===== src/rtl/sap_controller_sequencer_if.sv =====
// sap_controller_sequencer_if
//   Bundles the SAP-1 controller's opcode input and all of its control strobes.
//   master : the controller (drives strobes and t_state, reads instr)
//   slave  : the datapath side (drives instr, reads strobes and t_state)
//   Signals: instr (IR[7:4]), pc_inc/pc_en/mar_ld/mem_en/ir_ld/ir_en, ldA/enA,
//            ldB, enALU/sub, out_ld, hlt, t_state (one-hot T1..T6).
interface sap_controller_sequencer_if;
    logic [3:0] instr;
    logic       pc_inc;
    logic       pc_en;
    logic       mar_ld;
    logic       mem_en;
    logic       ir_ld;
    logic       ir_en;
    logic       ldA;
    logic       enA;
    logic       ldB;
    logic       enALU;
    logic       sub;
    logic       out_ld;
    logic       hlt;
    logic [5:0] t_state;

    modport master (
        input  instr,
        output pc_inc, pc_en, mar_ld, mem_en, ir_ld, ir_en,
        output ldA, enA, ldB, enALU, sub, out_ld, hlt, t_state
    );

    modport slave (
        output instr,
        input  pc_inc, pc_en, mar_ld, mem_en, ir_ld, ir_en,
        input  ldA, enA, ldB, enALU, sub, out_ld, hlt, t_state
    );
endinterface


===== src/rtl/sap_controller_sequencer.sv =====
// sap_controller_sequencer
//   SAP-1 controller-sequencer: six-state one-hot fetch/execute ring plus opcode
//   decode driving every control strobe of the shared 8-bit bus.
//   clk : rising-edge system clock
//   clr : synchronous active-low reset; also forces all controls low while 0
//   bus : master side of sap_controller_sequencer_if (instr in, strobes and
//         t_state out)
//   Only the ring and the halted flag are registered; all strobes are decoded
//   combinationally from the current ring state and instr.
module sap_controller_sequencer #(
    parameter int unsigned T_STATES = 6
) (
    input  logic                              clk,
    input  logic                              clr,
    sap_controller_sequencer_if.master        bus
);

    typedef enum logic [T_STATES-1:0] {
        StT1 = 6'b000001,
        StT2 = 6'b000010,
        StT3 = 6'b000100,
        StT4 = 6'b001000,
        StT5 = 6'b010000,
        StT6 = 6'b100000
    } ringE;

    localparam logic [3:0] OpLda = 4'b0000;
    localparam logic [3:0] OpAdd = 4'b0001;
    localparam logic [3:0] OpSub = 4'b0010;
    localparam logic [3:0] OpOut = 4'b1110;
    localparam logic [3:0] OpHlt = 4'b1111;

    ringE ringQ;
    logic haltedQ;

    // Ring and halted flag. A halted machine parks at T4 until clr.
    always_ff @(posedge clk) begin
        if (!clr) begin
            ringQ   <= StT1;
            haltedQ <= 1'b0;
        end else if (haltedQ) begin
            ringQ   <= StT4;
        end else begin
            case (ringQ)
                StT1: ringQ <= StT2;
                StT2: ringQ <= StT3;
                StT3: ringQ <= StT4;
                StT4: begin
                    if (bus.instr == OpHlt) begin
                        haltedQ <= 1'b1;
                    end else begin
                        ringQ <= StT5;
                    end
                end
                StT5: ringQ <= StT6;
                StT6: ringQ <= StT1;
                // Any illegal encoding reloads T1.
                default: ringQ <= StT1;
            endcase
        end
    end

    assign bus.t_state = ringQ;

    always_comb begin
        bus.pc_inc = 1'b0;
        bus.pc_en  = 1'b0;
        bus.mar_ld = 1'b0;
        bus.mem_en = 1'b0;
        bus.ir_ld  = 1'b0;
        bus.ir_en  = 1'b0;
        bus.ldA    = 1'b0;
        bus.enA    = 1'b0;
        bus.ldB    = 1'b0;
        bus.enALU  = 1'b0;
        bus.sub    = 1'b0;
        bus.out_ld = 1'b0;
        bus.hlt    = 1'b0;
        if (!clr) begin
            // Reset dominates: every strobe, hlt included, stays low.
        end else if (haltedQ) begin
            bus.hlt = 1'b1;
        end else begin
            case (ringQ)
                StT1: begin
                    bus.pc_en  = 1'b1;
                    bus.mar_ld = 1'b1;
                end
                StT2: bus.pc_inc = 1'b1;
                StT3: begin
                    bus.mem_en = 1'b1;
                    bus.ir_ld  = 1'b1;
                end
                StT4: begin
                    case (bus.instr)
                        OpLda, OpAdd, OpSub: begin
                            bus.ir_en  = 1'b1;
                            bus.mar_ld = 1'b1;
                        end
                        OpOut: begin
                            bus.enA    = 1'b1;
                            bus.out_ld = 1'b1;
                        end
                        OpHlt:   bus.hlt = 1'b1;
                        default: ;
                    endcase
                end
                StT5: begin
                    case (bus.instr)
                        OpLda: begin
                            bus.mem_en = 1'b1;
                            bus.ldA    = 1'b1;
                        end
                        OpAdd, OpSub: begin
                            bus.mem_en = 1'b1;
                            bus.ldB    = 1'b1;
                        end
                        default: ;
                    endcase
                end
                StT6: begin
                    if (bus.instr == OpAdd || bus.instr == OpSub) begin
                        bus.enALU = 1'b1;
                        bus.ldA   = 1'b1;
                        bus.sub   = (bus.instr == OpSub);
                    end
                end
                default: ;
            endcase
        end
    end

endmodule


===== src/flat_wrapper.sv =====
// flat-port wrapper written by rule: the top's interface ports become plain ports
module sap_controller_sequencer_flat 
#(
    parameter int unsigned T_STATES = 6
)
  (clk, clr, bus_instr, bus_pc_inc, bus_pc_en, bus_mar_ld, bus_mem_en, bus_ir_ld, bus_ir_en, bus_ldA, bus_enA, bus_ldB, bus_enALU, bus_sub, bus_out_ld, bus_hlt, bus_t_state);
  sap_controller_sequencer_if bus_i ();
  input  logic clk;
  input  logic clr;
  input wire logic [$bits(bus_i.instr)-1:0] bus_instr;
  output wire logic [$bits(bus_i.pc_inc)-1:0] bus_pc_inc;
  output wire logic [$bits(bus_i.pc_en)-1:0] bus_pc_en;
  output wire logic [$bits(bus_i.mar_ld)-1:0] bus_mar_ld;
  output wire logic [$bits(bus_i.mem_en)-1:0] bus_mem_en;
  output wire logic [$bits(bus_i.ir_ld)-1:0] bus_ir_ld;
  output wire logic [$bits(bus_i.ir_en)-1:0] bus_ir_en;
  output wire logic [$bits(bus_i.ldA)-1:0] bus_ldA;
  output wire logic [$bits(bus_i.enA)-1:0] bus_enA;
  output wire logic [$bits(bus_i.ldB)-1:0] bus_ldB;
  output wire logic [$bits(bus_i.enALU)-1:0] bus_enALU;
  output wire logic [$bits(bus_i.sub)-1:0] bus_sub;
  output wire logic [$bits(bus_i.out_ld)-1:0] bus_out_ld;
  output wire logic [$bits(bus_i.hlt)-1:0] bus_hlt;
  output wire logic [$bits(bus_i.t_state)-1:0] bus_t_state;
  assign bus_i.instr = bus_instr;
  assign bus_pc_inc = bus_i.pc_inc;
  assign bus_pc_en = bus_i.pc_en;
  assign bus_mar_ld = bus_i.mar_ld;
  assign bus_mem_en = bus_i.mem_en;
  assign bus_ir_ld = bus_i.ir_ld;
  assign bus_ir_en = bus_i.ir_en;
  assign bus_ldA = bus_i.ldA;
  assign bus_enA = bus_i.enA;
  assign bus_ldB = bus_i.ldB;
  assign bus_enALU = bus_i.enALU;
  assign bus_sub = bus_i.sub;
  assign bus_out_ld = bus_i.out_ld;
  assign bus_hlt = bus_i.hlt;
  assign bus_t_state = bus_i.t_state;
  sap_controller_sequencer #(.T_STATES(T_STATES)) u_core (.clk(clk), .clr(clr), .bus(bus_i));
endmodule

===== config.mk =====
export PLATFORM = sky130hd
export DESIGN_NAME = sap_controller_sequencer_flat
export DESIGN_NICKNAME = d
export VERILOG_FILES = /design/src/rtl/sap_controller_sequencer_if.sv /design/src/rtl/sap_controller_sequencer.sv /design/src/flat_wrapper.sv
export SDC_FILE = /design/constraint.sdc
export NUM_CORES = 1
export LEC_CHECK = 0
export CORE_MARGIN = 1.5
export CORE_UTILIZATION = 37
export CTS_CLUSTER_SIZE = 20
export DETAILED_ROUTE_END_ITERATION = 8
export GPL_ROUTABILITY_DRIVEN = 0
export PLACE_DENSITY = 0.86
export SYNTH_ARGS = -nofsm -noshare
export SYNTH_HDL_FRONTEND = slang
export SYNTH_SLANG_ARGS = --single-unit

===== constraint.sdc =====
create_clock -name clk -period 2.65 [get_ports clk]
set_clock_uncertainty 0.2 [all_clocks]
set_input_delay 0.3975 -clock clk [delete_from_list [all_inputs] [get_ports clk]]
set_output_delay 0.3975 -clock clk [all_outputs]
set_load 0.03 [all_outputs]

Yosys cells after proc, flatten, opt, wreduce, memory -nomap -nowiden
Index checks and enable logic that the tools add are counted.
{"block": "word_totals", "regBits": 7, "out_inout_bits": 19, "elab_cells": 67}
{"block": "op_classes", "n_eq_ne": 12, "mux": 46, "bitwise_logic": 1, "reduce_logical": 5}
{"operator": "2-to-1 mux 1 bit", "count": 40}
{"operator": "case mux 6 bit (5 select lines)", "count": 1}
{"operator": "equality test 4 bit, second input constant", "count": 2}
{"operator": "equality test 6 x 1 -> 1 bit, second input constant", "count": 1}
{"operator": "equality test 6 x 2 -> 1 bit, second input constant", "count": 1}
{"operator": "equality test 6 x 3 -> 1 bit, second input constant", "count": 1}
{"operator": "equality test 6 x 4 -> 1 bit, second input constant", "count": 1}
{"operator": "equality test 6 x 5 -> 1 bit, second input constant", "count": 1}
{"operator": "equality test 6 bit, second input constant", "count": 1}
{"operator": "2-to-1 mux 6 bit", "count": 1}
{"operator": "case mux 1 bit (2 select lines)", "count": 3}
{"operator": "equality test 4 x 1 -> 1 bit, second input constant", "count": 1}
{"operator": "equality test 4 x 2 -> 1 bit, second input constant", "count": 1}
{"operator": "logical NOT 4 bit", "count": 1}
{"operator": "2-to-1 mux 4 bit", "count": 1}
{"operator": "OR reduction 2 bit", "count": 2}
{"operator": "!= test 3 x 2 -> 1 bit, second input constant", "count": 1}
{"operator": "OR reduction 3 bit", "count": 1}
{"operator": "!= test 2 bit, second input constant", "count": 1}
{"operator": "logical OR 1 bit", "count": 1}
{"operator": "inverter 1 bit", "count": 1}

Longest topological paths before layout
Gate-level depths: netlist of the first run.
{"block": "depth", "depth_word": 6, "ltp_mapped": 5, "depth_no_buf": 4}

Worst setup path before layout of the first run
OpenSTA, ideal clock, no wires.
{"block": "synth_timing", "kind": "flip-flop to output port", "from": "reg u_core.ringQ[0] (netlist: u_core.bus.t_state[0])", "to": "out bus_out_ld", "arrival_time_ns": 2.093, "t_required_ns": 2.053, "path_slack_ns": -0.041, "stages_incl_launch_ff": 6, "path_buffers": 1, "path_cell_list": "dfxtp_1 -> or4_4 -> nor3b_4 -> nand2b_2 -> nor3b_2 -> buf_4"}
{"block": "synth_via", "elab_chain_len": 4}
{"item": "start: declaration", "line": "sap_controller_sequencer.sv:33", "rtl": "ringE ringQ;"}
{"item": "start signal: assignment", "line": "sap_controller_sequencer.sv:39", "rtl": "ringQ <= StT1;"}
{"item": "start signal: assignment", "line": "sap_controller_sequencer.sv:42", "rtl": "ringQ <= StT4;"}
{"item": "start signal: assignment", "line": "sap_controller_sequencer.sv:45", "rtl": "StT1: ringQ <= StT2;"}
{"item": "equality test 6 x 4 -> 1 bit"}
{"item": "2-to-1 mux 1 bit (3 in series)"}
{"item": "end: declaration", "line": "flat_wrapper.sv:22", "rtl": "output wire logic [$bits(bus_i.out_ld)-1:0] bus_out_ld;"}
Every way passes these cells.

Final worst setup path of the first run
{"block": "layout_timing", "from": "reg u_core.ringQ[0] (netlist: u_core.bus.t_state[0])", "to": "out bus_enA"}
{"block": "layout_via", "elab_chain_len": 4}
{"item": "equality test 6 x 4 -> 1 bit", "line": "sap_controller_sequencer.sv:84", "rtl": "case (ringQ)"}
{"item": "2-to-1 mux 1 bit", "line": "sap_controller_sequencer.sv:84"}
{"item": "2-to-1 mux 1 bit", "line": "sap_controller_sequencer.sv:81", "rtl": "end else if (haltedQ) begin"}
{"item": "2-to-1 mux 1 bit", "line": "sap_controller_sequencer.sv:79", "rtl": "if (!clr) begin"}
{"item": "end: declaration", "line": "flat_wrapper.sv:18", "rtl": "output wire logic [$bits(bus_i.enA)-1:0] bus_enA;"}
Every way passes these cells.

==> results.cfg, run 1 <==
[critical_path]
cp_data_required_time_ns = 2.05
critPathSlowestCell = sky130_fd_sc_hd__or4_4
endpoint_kind = output port
critical_path.top_delay_family = simple AND/OR/NAND/NOR gates
timing.critical_path.cells = or4_4 -> nor3b_4 -> nand2b_4 -> nor3b_4 -> buf_6
crit_fanout = 7
critPathKind = flip-flop to output port
cp_data_arrival_time_ns = 1.97
nature_of_the_critical_path_startpoint = flip-flop
cpMostUsedCell = sky130_fd_sc_hd__nor3b_4
critPathMaxStageDelay_ns = 0.56
worst-path-buf-inv = 1

[synth]
synth_area_leaders = sky130_fd_sc_hd__dfxtp_1 29%, sky130_fd_sc_hd__nand3b_1 6.2%, sky130_fd_sc_hd__nor2_1 6.2%, sky130_fd_sc_hd__a21oi_1 4.1%, sky130_fd_sc_hd__nor3b_4 3.9%
synth.cell_area_sq_um = 483
syn_avg_cell_area_sq_um = 7.79
mappedNetlistNets = 68
synthFlopType = sky130_fd_sc_hd__dfxtp_1
synthDistinctLibCells = 29
most_frequent_cell_after_synthesis = sky130_fd_sc_hd__nor2_1
synth-warning-count = 0
ys_seq_area_frac = 0.290
yosys.area.top_type_share = 0.290
postSynthCellCount = 62
netlist.top_cell.by_area = sky130_fd_sc_hd__dfxtp_1
postSynth.asyncResetShare = 0
yosys-top-cells-count = 8 x sky130_fd_sc_hd__nor2_1, 7 x sky130_fd_sc_hd__dfxtp_1, 4 x sky130_fd_sc_hd__a21oi_1, 4 x sky130_fd_sc_hd__nand2_1, 4 x sky130_fd_sc_hd__nand3b_1
number_of_enable_flip_flop_cells_after_synthesis = 0
ys_seq_elements = 7

[global_routing]
grt_first_pass_wirelength_microns = 2180
vias_in_the_first_global_route = 532
grt_antenna_before_repair = 0
gr_ovfl_total = 0
grt_start_max_net_pins = 9
global_route.usage.total = 0.209

[timing]
rsz0062_at_grt = false
worst_slack_ns = 0.0831
finalCritPeriodShare = 0.969
fmaxAchievable_ghz = 0.390
timing.final.crit_period_ns = 2.57
timing_max_transition_violations_final = 0
hold_violations = 0
timing.slew.headroom = 0.696
worst_max_slew_pin_slew_ns = 0.452
final.setup.tns_ns = 0
setup_viol_count_final = 0

[clock_network]
tritoncts = built
post_cts_buffers = 0
cts_hold_buf = 0
cts.root.buffer_cell = sky130_fd_sc_hd__clkbuf_4
cts_buffers = 3
htree_levels = 1
ctsResizeCount = 0
clock_tree.buffer_depth = 2
clkSinkCount = 7
cts.clk_slew.worst_paths_ns = 0.06
clock_latency_ns = 0.26

[drt]
antenna_violating_nets_post_route = 0
number_of_drc_violations_after_detailed_routing = 0
first_pass_iters = 4
drt_iter0_drc = 8
wl_per_cell_microns = 13.0
vias = 562
postRouteWirelength_microns = 1320
avgViaCountPerCell = 5.51

[final_layout]
multiInputGateArea_sq_um = 328
layout-area-overhead-vs-synth_pct = 58.8
ff_latch_area_sq_um = 143
antenna_cells = 0
drive_gt1_frac = 0.295
n_fill_cell = 109
fin_nets = 95

[power_and_ir_drop]
power.static_leakage_uw = 0.000323
max-vdd-ir-drop_v = 0.000212
p_per_area_nw_per_um2 = 441
fin_total_pwr_uw = 339

[die]
dieArea_sq_um = 1530
core_area_sq_um = 1160
top_level_ports = 25
die_width_microns = 39.1
placement_rows = 12
initial_utilization = 0.418
die_height_microns = 39.1

[outcome]
outcome = finished clean

[place]
io_buffers = 24
place.detailed.hpwl_microns = 945
dpl_worst_slack_ns = 0.149

[worst_hold_path]
hold_path.class = flip-flop to flip-flop

[flow_run]
drv.max_cap_violation_count = 0
## cell type report
| cell class | instances | area share |
|---|---|---|
| timing repair buffer | 27 | 0.320 |
| sequential | 7 | 0.186 |
| clock buffer | 4 | 0.0343 |
| multi-input combinational | 48 | 0.427 |
| inverter | 2 | 0.00979 |
| tap | 14 | 0.0228 |
## registers in the layout (all words and copies together) (netlist names)
| name | flops |
|---|---|
| u_core.bus.t_state | 6 |
| u_core.haltedQ | 1 |
## placed cells by master (no fill, tap or decap)
cell type | synthesis | layout
sky130_fd_sc_hd__nor3b_4 | 1 | 2
sky130_fd_sc_hd__nand3b_1 | 4 | 4
sky130_fd_sc_hd__a41oi_1 | 1 | 1
sky130_fd_sc_hd__a31oi_2 | 1 | 1
sky130_fd_sc_hd__and3_1 | 2 | 2
sky130_fd_sc_hd__a21oi_1 | 4 | 4
sky130_fd_sc_hd__nand2_1 | 4 | 4
sky130_fd_sc_hd__o211ai_1 | 1 | 1
sky130_fd_sc_hd__a311oi_1 | 1 | 1
sky130_fd_sc_hd__nor2_1 | 8 | 8
sky130_fd_sc_hd__dlymetal6s2s_1 | 0 | 1
sky130_fd_sc_hd__dfxtp_2 | 0 | 2
sky130_fd_sc_hd__o21ai_0 | 3 | 3
sky130_fd_sc_hd__nor4_2 | 0 | 1
sky130_fd_sc_hd__clkdlybuf4s50_1 | 0 | 12
sky130_fd_sc_hd__a21oi_2 | 1 | 1
sky130_fd_sc_hd__clkbuf_1 | 2 | 1
sky130_fd_sc_hd__nor3_1 | 3 | 3
sky130_fd_sc_hd__nor4_1 | 3 | 2
sky130_fd_sc_hd__xor2_1 | 2 | 2
sky130_fd_sc_hd__or4_4 | 1 | 1
sky130_fd_sc_hd__nor4b_1 | 1 | 1
sky130_fd_sc_hd__nand3_1 | 2 | 2
sky130_fd_sc_hd__a211oi_1 | 1 | 1
sky130_fd_sc_hd__dfxtp_1 | 7 | 5
sky130_fd_sc_hd__nor2b_1 | 1 | 1
sky130_fd_sc_hd__buf_4 | 1 | 12
sky130_fd_sc_hd__buf_6 | 0 | 2
sky130_fd_sc_hd__nand2b_1 | 1 | 1
sky130_fd_sc_hd__clkbuf_4 | 0 | 3
sky130_fd_sc_hd__nand2b_4 | 0 | 1
sky130_fd_sc_hd__inv_1 | 2 | 2
## kinds of logic after synthesis
logic type | synth area share
AND/OR/NAND/NOR | 0.422
flip-flops | 0.290
buffers and inverters | 0.0674
XOR/XNOR | 0.0363
AO/OA/AOI/OAI | 0.184
## power by group
| group | switching (uW) | total [uW] | internal (uW) |
|---|---|---|---|
| registers | 12.7 | 125 | 112 |
| clock network | 44.7 | 102 | 57.8 |
| logic | 63.0 | 111 | 48.0 |
| total | 120 | 339 | 218 |
## stage by stage
step | hold WS [ns] | std cells | util | area, sq um
after floorplan | 0.239 | 62 | - | 489
after global placement | 0.272 | 98 | 0.620 | 717
after detailed placement | 0.285 | 98 | 0.620 | 717
after CTS | 0.288 | 102 | 0.643 | 743
after global routing | 0.293 | 102 | 0.663 | 767
final | 0.294 | 102 | 0.663 | 767
## worst paths after layout
kind | to | cells past startpoint | slack (ns) | startpoint
hold / removal | u_core.bus.t_state[0] | 1 | 0.29 | u_core.haltedQ
hold reg to reg | u_core.bus.t_state[0] | 1 | 0.29 | u_core.haltedQ
setup / recovery | bus_enA | 5 | 0.08 | u_core.bus.t_state[0]
setup reg to reg | u_core.haltedQ | 4 | 0.88 | u_core.bus.t_state[0]
## layer usage
layer | share of wire | up-vias | track usage
met5 | 0 | - | 0
met4 | 0 | 0 | 0.0603
met3 | 0.082 | 0 | 0.0751
met2 | 0.52 | 27 | 0.379
met1 | 0.40 | 260 | 0.223
li1 | - | 275 | -
(Power assumes the default switching activity.)
==> run 2: changes to the inputs <==
RECOVER_POWER = 100   (was unset)
==> run 2 against run 1 <==
Non-clock buffer count unchanged. Cell area fell by 4.6%. Sequential power hardly changed. Fmax grew 0.89%. Count of clock-buffer cells in the layout stayed put. Routed wire length shrank 0.68%. Via count is 1.1% lower. Combinational power is 5% lower. Power shrank 1.6%. Die area is the same. Hold slack worse by 0.019 ns. Final cell count is the same. Largest cell class unchanged.
==> results.cfg, run 2 (synthesis gave the netlist of run 1 again) <==
[outcome]
outcome = finished clean

[die]
placement_rows = 12
initial_utilization = 0.418
core_area_sq_um = 1160
die_height_microns = 39.1
dieArea_sq_um = 1530
top_level_ports = 25
die_width_microns = 39.1

[timing]
fmaxAchievable_ghz = 0.393
timing.slew.headroom = 0.695
timing_max_transition_violations_final = 0
setup_viol_count_final = 0
holdWs_ns = 0.275
finalCritPeriodShare = 0.960
timing.final.crit_period_ns = 2.54
hold_violations = 0
worst_max_slew_pin_slew_ns = 0.454

[clock_network]
cts_hold_buf = 0
cts.root.buffer_cell = sky130_fd_sc_hd__clkbuf_4
cts.clk_slew.worst_paths_ns = 0.06
cts_buffers = 3
clock_latency_ns = 0.26
clock_tree.buffer_depth = 2
ctsResizeCount = 0
clkSinkCount = 7
post_cts_buffers = 0
tritoncts = built
htree_levels = 1

[final_layout]
final_cell_mix = 8 x sky130_fd_sc_hd__nor2_1, 6 x sky130_fd_sc_hd__clkdlybuf4s50_1, 6 x sky130_fd_sc_hd__dlygate4sd3_1, 5 x sky130_fd_sc_hd__clkbuf_2, 5 x sky130_fd_sc_hd__dfxtp_1
layout-area-overhead-vs-synth_pct = 51.6
antenna_cells = 0
stdcell_count = 102
n_fill_cell = 116
fin_area_sq_um = 732
utilization = 0.633
drive_gt1_frac = 0.261
largest_register_ffs = 6
fin_nets = 95
most_common_library_cell_in_the_layout_ignoring_fill_and_taps = sky130_fd_sc_hd__nor2_1

[global_routing]
vias_in_the_first_global_route = 532
grt_util_met1 = 0.223
grt_antenna_before_repair = 0
grtUsageMet3 = 0.0751
grt_first_pass_wirelength_microns = 2180
grt_start_max_net_pins = 9
grtUsageMet2 = 0.379
global_route.usage.total = 0.209
grt_busiest_layer = met2
gr_ovfl_total = 0

[place]
io_buffers = 24
placed_cell_count = 98
place.detailed.hpwl_microns = 945
place_area_sq_um = 717

[worst_hold_path]
hold_path.class = flip-flop to flip-flop

[critical_path]
critPathKind = flip-flop to output port
cpMostUsedCell = sky130_fd_sc_hd__nor3b_4
cp_data_arrival_time_ns = 1.95
critPathMaxStageDelay_ns = 0.56
critPathSlowestCell = sky130_fd_sc_hd__or4_4
nature_of_the_critical_path_startpoint = flip-flop
cp_data_required_time_ns = 2.05
timing.critical_path.cells = or4_4 -> nor3b_4 -> nand2b_4 -> nor3b_4 -> buf_6
endpoint_kind = output port
worst-path-buf-inv = 1
critical_path.top_delay_family = simple AND/OR/NAND/NOR gates
crit_fanout = 7

[flow_run]
drv.max_cap_violation_count = 0

[drt]
antenna_violating_nets_post_route = 0
avgViaCountPerCell = 5.45
first_pass_iters = 4
drt_iter0_drc = 13
postRouteWirelength_microns = 1310
wl_per_cell_microns = 12.9
number_of_drc_violations_after_detailed_routing = 0
vias = 556

[power_and_ir_drop]
p_per_area_nw_per_um2 = 455
power.static_leakage_uw = 0.000301
max-vdd-ir-drop_v = 0.000208
run 2: changes by cell type in the layout (fill, tap and decap cells not counted), moves of 3 or more:
cell / previous run / this run
sky130_fd_sc_hd__clkbuf_1: 1 / 4
sky130_fd_sc_hd__buf_4: 12 / 4
sky130_fd_sc_hd__clkdlybuf4s50_1: 12 / 6
sky130_fd_sc_hd__dlygate4sd3_1: 0 / 6
sky130_fd_sc_hd__clkbuf_2: 0 / 5
run 2: power breakdown:
| part | internal, uW | switching (uW) | leakage (uW) | total (uW) |
|---|---|---|---|---|
| Sequential | 112 | 12.4 | 0.0000573 | 125 |
| Clock | 57.8 | 44.9 | 0.0000150 | 103 |
| Combinational | 42.9 | 62.6 | 0.000229 | 106 |
| Total | 213 | 120 | 0.000301 | 333 |
run 2: metrics by stage:
stage	worst slack [ns]	setup TNS (ns)	power, uW
2_1_floorplan	0.0736	0	195
3_3_place_gp	0.175	0	232
3_5_place_dp	0.149	0	234
4_1_cts	0.00249	0	335
5_1_grt	-0.000838	-0.00100	350
6_report	0.106	0	333
run 2: worst paths after layout:
path	from	to	slack, ns	depth (start not counted)
setup / recovery	u_core.bus.t_state[0]	bus_enA	0.11	5
hold / removal	u_core.haltedQ	u_core.bus.t_state[0]	0.28	1
setup reg to reg	u_core.bus.t_state[0]	u_core.haltedQ	0.88	4
hold reg to reg	u_core.haltedQ	u_core.bus.t_state[0]	0.28	1
run 2: final cells by class:
cell class              instances  area [sq um]  area share
flip-flops and latches          7           143       0.195
multi-input cells              48           322       0.439
clock buffers                   4          26.3      0.0359
well taps                      14          17.5      0.0239
repair buffers                 27           216       0.296
inverters                       2          7.51      0.0103
run 2: per-layer routing:
layer / share of wire / up-vias
met5: 0 / -
met2: 0.52 / 22
li1: - / 276
met4: 0 / 0
met3: 0.074 / 0
met1: 0.41 / 258
==> run 3: changes to the inputs <==
TNS_END_PERCENT = 1   (was unset)
==> run 3 against run 2 <==
Cell area rose by 2.2%. Final cell count did not move. Clock power barely moved. Largest cell class unchanged. Largest power group unchanged. Register-to-register slack improved by 0.03 ns.
==> results.cfg, run 3 (synthesis gave the netlist of run 1 again) <==
[clock_network]
ctsResizeCount = 0
cts_buffers = 3
tritoncts = built
cts.clk_slew.worst_paths_ns = 0.06
clkSinkCount = 7
post_cts_buffers = 0
clock_latency_ns = 0.26
cts_hold_buf = 0
clock_tree.buffer_depth = 2
cts.root.buffer_cell = sky130_fd_sc_hd__clkbuf_4
htree_levels = 1

[final_layout]
largest_register_ffs = 6
antenna_cells = 0
utilization = 0.647
drive_gt1_frac = 0.261
layout-area-overhead-vs-synth_pct = 54.9
final_cell_mix = 13 x sky130_fd_sc_hd__buf_4, 12 x sky130_fd_sc_hd__clkdlybuf4s50_1, 8 x sky130_fd_sc_hd__nor2_1, 7 x sky130_fd_sc_hd__dfxtp_1
most_common_library_cell_in_the_layout_ignoring_fill_and_taps = sky130_fd_sc_hd__buf_4
fin_nets = 95

[global_routing]
grt_antenna_before_repair = 0
grt_first_pass_wirelength_microns = 2180
global_route.usage.total = 0.209
grt_start_max_net_pins = 9
vias_in_the_first_global_route = 532
gr_ovfl_total = 0

[power_and_ir_drop]
power_frac_seq = 0.370
fin_total_pwr_uw = 336
total_switching_power_uw = 119
power.static_leakage_uw = 0.000313
p_per_area_nw_per_um2 = 449
clock_power_share = 0.303
p_comb_frac = 0.327
intPower_uw = 216
max-vdd-ir-drop_v = 0.000204
power.switching_fraction = 0.355

[die]
core_area_sq_um = 1160
dieArea_sq_um = 1530
placement_rows = 12
initial_utilization = 0.418
die_height_microns = 39.1
die_width_microns = 39.1
top_level_ports = 25

[flow_run]
drv.max_cap_violation_count = 0

[place]
dpl_worst_slack_ns = 0.149
io_buffers = 24
place.detailed.hpwl_microns = 945

[timing]
setup_viol_count_final = 0
fmaxAchievable_ghz = 0.388
timing_max_transition_violations_final = 0
hold_violations = 0
worst_max_slew_pin_slew_ns = 0.439
timing.slew.headroom = 0.705
worst_slack_ns = 0.0723
rsz0062_at_grt = true
finalCritPeriodShare = 0.973
final.setup.tns_ns = 0
holdWs_ns = 0.294
timing.final.crit_period_ns = 2.58

[critical_path]
cp_data_required_time_ns = 2.05
cp_data_arrival_time_ns = 1.98
nature_of_the_critical_path_startpoint = flip-flop
reg2reg_from = u_core.bus.t_state[0]
crit_fanout = 7
crit_start = u_core.bus.t_state[0]
endpoint_kind = output port
critPathKind = flip-flop to output port

[drt]
first_pass_iters = 4
vias = 579
wl_per_cell_microns = 12.8
postRouteWirelength_microns = 1300
antenna_violating_nets_post_route = 0
number_of_drc_violations_after_detailed_routing = 0
drt_iter0_drc = 11
avgViaCountPerCell = 5.68

[outcome]
outcome = finished clean

[worst_hold_path]
hold_path.class = flip-flop to flip-flop
holdCritStartpoint = u_core.haltedQ
-- run 3: changes by cell type in the layout (fill, tap and decap cells not counted), sizes merged --
cell | before | now
clkbuf | 13 | 5
buf | 6 | 13
clkdlybuf4s50 | 6 | 12
dlygate4sd3 | 6 | 0
dlymetal6s2s | 0 | 1
-- run 3: final cells by class --
| class | count | area [sq um] |
|---|---|---|
| fill | 117 | 408 |
| tap | 14 | 17.5 |
| multi-input combinational | 48 | 323 |
| clock buffer | 4 | 26.3 |
| sequential | 7 | 140 |
| timing repair buffer | 27 | 234 |
| inverter | 2 | 7.51 |
-- run 3: stage by stage --
stage | instances | cell area, sq um
2_1_floorplan | 62 | 489
3_3_place_gp | 98 | 717
3_5_place_dp | 98 | 717
4_1_cts | 102 | 743
5_1_grt | 102 | 748
6_report | 102 | 748
-- run 3: power by group through the flow --
stage	logic [uW]	clock network (uW)	registers (uW)
after CTS	110	102	123
after floorplan	63.3	0	132
after global routing	120	107	125
after detailed placement	109	0	126
final	110	102	124
after global placement	107	0	125
-- run 3: worst paths after layout --
kind                           endpoint  slack (ns)  depth (start not counted)
hold / removal    u_core.bus.t_state[0]        0.29                          1
hold reg to reg   u_core.bus.t_state[0]        0.29                          1
setup / recovery                bus_enA        0.07                          5
setup reg to reg         u_core.haltedQ        0.91                          4
-- run 3: worst max-delay path, stage by stage, from the launching register on --
cell	delay (ns)
sky130_fd_sc_hd__dfxtp_1	0.36
sky130_fd_sc_hd__or4_4	0.58
sky130_fd_sc_hd__nor3b_4	0.27
sky130_fd_sc_hd__nand2b_2	0.13
sky130_fd_sc_hd__nor3b_4	0.20
sky130_fd_sc_hd__buf_4	0.19
-- run 3: layer usage --
layer  part of all wire  up-vias  track usage  wire length, microns
met4                  0        0       0.0603                     0
met1               0.41      279        0.223                   530
met5                  0        -            0                     0
met3              0.077        0       0.0751                   100
met2               0.52       22        0.379                   672
li1                   -      278            -                     -
